### src/rtl/kcounter_loop_filter.sv
// ADPLL loop filter: random-walk K-counter emitting Carry/Borrow to the DCO, plus a debounced lock qualifier.
// Latency: Carry/Borrow/KCount/Locked register one posedge after the sampled input; no backpressure (always accepts).
module kcounter_loop_filter #(
  parameter int KWIDTH     = 4,
  parameter int LOCK_CNT   = 8,
  parameter int UNLOCK_CNT = 4
) (
  input  logic              MainClock,
  input  logic              ResetN,
  input  logic              Enable,
  input  logic              Lead,
  input  logic              Lag,
  input  logic              Lock,
  input  logic              InputSignalEdge,
  output logic              Carry,
  output logic              Borrow,
  output logic              Locked,
  output logic [KWIDTH-1:0] KCount
);

  localparam int RUN_MAX = (LOCK_CNT > UNLOCK_CNT) ? LOCK_CNT : UNLOCK_CNT;
  localparam int RUN_W   = $clog2(RUN_MAX + 1);

  localparam logic [KWIDTH-1:0] K_MID = KWIDTH'(1) << (KWIDTH - 1);
  localparam logic [KWIDTH-1:0] K_TOP = {KWIDTH{1'b1}};
  localparam logic [KWIDTH-1:0] K_BOT = '0;

  localparam logic [RUN_W-1:0] LOCK_LAST   = RUN_W'(LOCK_CNT - 1);
  localparam logic [RUN_W-1:0] UNLOCK_LAST = RUN_W'(UNLOCK_CNT - 1);

  localparam logic [0:0] ST_ACQUIRE = 1'b0;
  localparam logic [0:0] ST_LOCKED  = 1'b1;

  logic [KWIDTH-1:0] kcount_nxt;
  logic              carry_nxt;
  logic              borrow_nxt;

  logic [0:0]        state;
  logic [0:0]        state_nxt;
  logic [RUN_W-1:0]  lock_run;
  logic [RUN_W-1:0]  lock_run_nxt;
  logic [RUN_W-1:0]  miss_run;
  logic [RUN_W-1:0]  miss_run_nxt;

  logic step_up;
  logic step_dn;
  logic run_clr;

  // Conflicting or absent comparator pulses leave the counter alone.
  assign step_up = Lag & ~Lead;
  assign step_dn = Lead & ~Lag;

  // Disable behaves exactly like reset, re-applied every cycle.
  assign run_clr = ~ResetN | ~Enable;

  always_comb begin
    kcount_nxt = KCount;
    carry_nxt  = 1'b0;
    borrow_nxt = 1'b0;
    if (step_up) begin
      if (KCount == K_TOP) begin
        kcount_nxt = K_MID;
        carry_nxt  = 1'b1;
      end else begin
        kcount_nxt = KCount + KWIDTH'(1);
      end
    end else if (step_dn) begin
      if (KCount == K_BOT) begin
        kcount_nxt = K_MID;
        borrow_nxt = 1'b1;
      end else begin
        kcount_nxt = KCount - KWIDTH'(1);
      end
    end
  end

  always_comb begin
    state_nxt    = state;
    lock_run_nxt = lock_run;
    miss_run_nxt = miss_run;
    if (InputSignalEdge) begin
      if (state == ST_ACQUIRE) begin
        if (Lock) begin
          if (lock_run == LOCK_LAST) begin
            state_nxt    = ST_LOCKED;
            lock_run_nxt = '0;
            miss_run_nxt = '0;
          end else begin
            lock_run_nxt = lock_run + RUN_W'(1);
          end
        end else begin
          lock_run_nxt = '0;
        end
      end else begin
        if (!Lock) begin
          if (miss_run == UNLOCK_LAST) begin
            state_nxt    = ST_ACQUIRE;
            miss_run_nxt = '0;
            lock_run_nxt = '0;
          end else begin
            miss_run_nxt = miss_run + RUN_W'(1);
          end
        end else begin
          miss_run_nxt = '0;
        end
      end
    end
  end

  always_ff @(posedge MainClock) begin
    if (run_clr) begin
      KCount   <= K_MID;
      Carry    <= 1'b0;
      Borrow   <= 1'b0;
      state    <= ST_ACQUIRE;
      lock_run <= '0;
      miss_run <= '0;
    end else begin
      KCount   <= kcount_nxt;
      Carry    <= carry_nxt;
      Borrow   <= borrow_nxt;
      state    <= state_nxt;
      lock_run <= lock_run_nxt;
      miss_run <= miss_run_nxt;
    end
  end

  assign Locked = (state == ST_LOCKED);

  a_no_carry_and_borrow: assert property (@(posedge MainClock) !(Carry && Borrow));

endmodule

### config.mk
export PLATFORM = sky130hd
export DESIGN_NAME = kcounter_loop_filter
export DESIGN_NICKNAME = d
export VERILOG_FILES = /design/src/rtl/kcounter_loop_filter.sv
export SDC_FILE = /design/constraint.sdc
export NUM_CORES = 1
export LEC_CHECK = 0
export ABC_AREA = 1
export CORE_MARGIN = 5
export CORE_UTILIZATION = 40
export CTS_CLUSTER_DIAMETER = 40
export DETAILED_ROUTE_END_ITERATION = 10
export GPL_ROUTABILITY_DRIVEN = 0
export PLACE_DENSITY_LB_ADDON = 0.25
export SLEW_MARGIN = 20
export SYNTH_ARGS = -nofsm -noshare
export SYNTH_HDL_FRONTEND = slang
export SYNTH_SLANG_ARGS = --single-unit
### constraint.sdc
create_clock -name MainClock -period 1.3 [get_ports MainClock]
set_input_delay 0.325 -clock MainClock [delete_from_list [all_inputs] [get_ports MainClock]]
set_output_delay 0.325 -clock MainClock [all_outputs]
set_load 0.03 [all_outputs]
==> impl_metrics.py <==
metrics = {
    "run_status": {
        "status": "completed",
    },
    "die": {
        "start_util": 0.417,
        "core_area_um2": 2190,
        "rows": 17,
        "pin_count": 14,
        "die_y_um": 57.8,
        "design.die.area_um2": 3340,
        "die_width_um": 57.8,
    },
    "sta": {
        "period_share": 0.954,
        "worstMarginPinSlew_ps": 255,
        "drv_slew": 0,
        "tns_ps": 0,
        "finalHoldViolCount": 0,
        "fmax_mhz": 807,
        "relSlewSlack": 0.830,
        "fin_skew_ps": 0.799,
        "rsz0062_at_grt": "no",
        "whs_ps": 492,
        "setup_viol": 0,
        "fin_crit_ps": 1240,
    },
    "synth": {
        "netlist-cell-type-count": 19,
        "synthesis.area_um2": 915,
        "synth_cells": 137,
        "syn_avg_cell_area_um2": 6.68,
        "synth_seq_area_share": 0.328,
        "yosysWarnings": 0,
        "syn_nets": 150,
        "synth-seq-cells": 15,
    },
    "route": {
        "drt-wirelength-per-cell_um": 11.0,
        "drt_iter0_markers": 14,
        "vias": 972,
        "drt_wl_total_mm": 2.14,
        "first_pass_iters": 4,
        "ant_nets": 0,
        "drc_errors": 0,
        "via_per_inst": 4.98,
    },
    "clock_network": {
        "clk_pin_slew_ps": 80,
        "clock_latency_ps": 270,
        "cts_tree": "built",
        "cts_hold_buf": 0,
        "clock_tree.root_cell": "clkbuf_4",
        "post_cts_buffers": 0,
        "cts.sinks": 15,
        "cts_buffers": 3,
        "clk_path_buf_depth": 2,
        "htreeDepth": 1,
    },
    "power_and_ir_drop": {
        "p_int_uw": 684,
        "pwr-share-comb": 0.215,
        "power.density_nw_per_um2": 766,
        "ir_drop_v": 0.000368,
        "finalPower_uw": 950,
        "power.leakage_uw": 0.000565,
        "clock_power_share": 0.271,
        "p_seq_frac": 0.513,
        "switching_share": 0.280,
        "p_sw_uw": 266,
    },
    "final_layout": {
        "area_growth_pct": 35.6,
        "num_antenna_cells": 0,
        "nets": 181,
        "final_cell_mix": "nand2_1 (32), buf_4 (21), inv_1 (16), nor2_1 (16), nand3_1 (10)",
        "final_common_cell": "nand2_1",
        "stdcell_count": 195,
        "drive_gt1_frac": 0.287,
    },
    "critical_path": {
        "cp.arrival_ps": 910,
        "start_kind": "flip-flop",
        "critPathRequiredTime_ps": 980,
        "cp_slowest_cell": "dfxtp_1",
        "max_stage_delay_ps": 440,
        "endpoint_kind": "output port",
        "path_buf_inv": 1,
        "critical_path_class": "reg -> out",
        "cp_top_family": "flip-flops",
        "path_cells": "buf_4",
        "cp_max_fo": 5,
    },
    "global_route": {
        "grt_use_total": 0.146,
        "overflow": 0,
        "grt_pass1_wl_mm": 3.91,
        "grt_pass1_vias": 990,
        "grt_max_degree": 9,
        "antenna_found_initial": 0,
    },
    "hold_path": {
        "hp-class": "reg -> reg",
    },
    "placement": {
        "dp_cells": 191,
        "portBuffers": 13,
        "hpwl_mm": 1.68,
    },
    "job": {
        "max-cap-violations": 0,
    },
}
[through the flow]
step                utilization  cell area, um^2  setup WS [ps]
detailed placement        0.532             1160           -414
global route              0.566             1240           10.9
finish                    0.566             1240           60.4
CTS                       0.549             1200          0.105
floorplan                     -              917           43.6
global placement          0.532             1160           -346
[worst paths after layout]
| kind | startpoint | to | slack (ps) | depth (start not counted) |
|---|---|---|---|---|
| setup / recovery | KCount[2] | KCount[2] | 60 | 1 |
| hold / removal | miss_run[0] | miss_run[0] | 490 | 2 |
| setup reg to reg | KCount[0] | KCount[0] | 120 | 7 |
| hold reg to reg | miss_run[0] | miss_run[0] | 490 | 2 |
[sequential cells by signal (all words and copies together), names as in the netlist]
name,flops
Carry,1
KCount,4
lock_run,4
miss_run,4
Borrow,1
Locked,1
[repair_timing]
item / in CTS / in global routing
endpoints found under the setup margin: 5 / 14
pin swaps: 2 / 1
cloned: 0 / 0
resized for setup: 6 / 12
[power groups by stage]
stage               clock [uW]  combinational (uW)  sequential, uW
floorplan                    0                91.8             511
global placement             0                 193             495
detailed placement           0                 196             496
finish                     258                 205             488
CTS                        271                 201             486
global route               301                 229             490
[final cells by class]
class	count	area [um^2]
well taps	28	35.0
clock buffers	4	26.3
multi-input cells	102	578
inverters	19	71.3
repair buffers	27	218
flip-flops and latches	15	312
fillers	220	951
[logic make-up after synthesis]
family          after synthesis  share of synthesized area
simple gates                 78                      0.399
buf+inv                      20                     0.0834
compound gates               17                     0.0971
flops                        15                      0.328
fa+ha+maj                     6                     0.0821
xor+xnor                      1                    0.00958
[worst min-delay path: stages (launching register included)]
cell     delay, ps
dfxtp_2        340
nand2_1         80
a21oi_2         50
[Yosys cell counts]
cell      instances  share of area
ha_1              6          0.082
buf_2             1         0.0055
o21ai_1           1         0.0055
xor2_1            1         0.0096
nor3_1            2          0.011
a21oi_2           1         0.0096
nand2_2           3          0.021
nor2_1           16          0.066
nor2_4            1          0.012
a21oi_1           9          0.049
o21ai_0           6          0.033
nand3b_2          1          0.012
nand3_2           2          0.022
nand4_1           8          0.055
dfxtp_1          15           0.33
nand2_1          33           0.14
nand3_1          12          0.066
inv_1            17          0.070
inv_2             2         0.0082
[layer usage]
layer,wire [um],vias to the layer above,share of wire,GRT usage
met5,0,-,0,0
met4,9,0,0.0042,0.0629
met3,77,2,0.036,0.0290
met2,1120,14,0.52,0.269
met1,934,448,0.44,0.161
li1,-,508,-,-
Power figures use the tool's default switching activity.
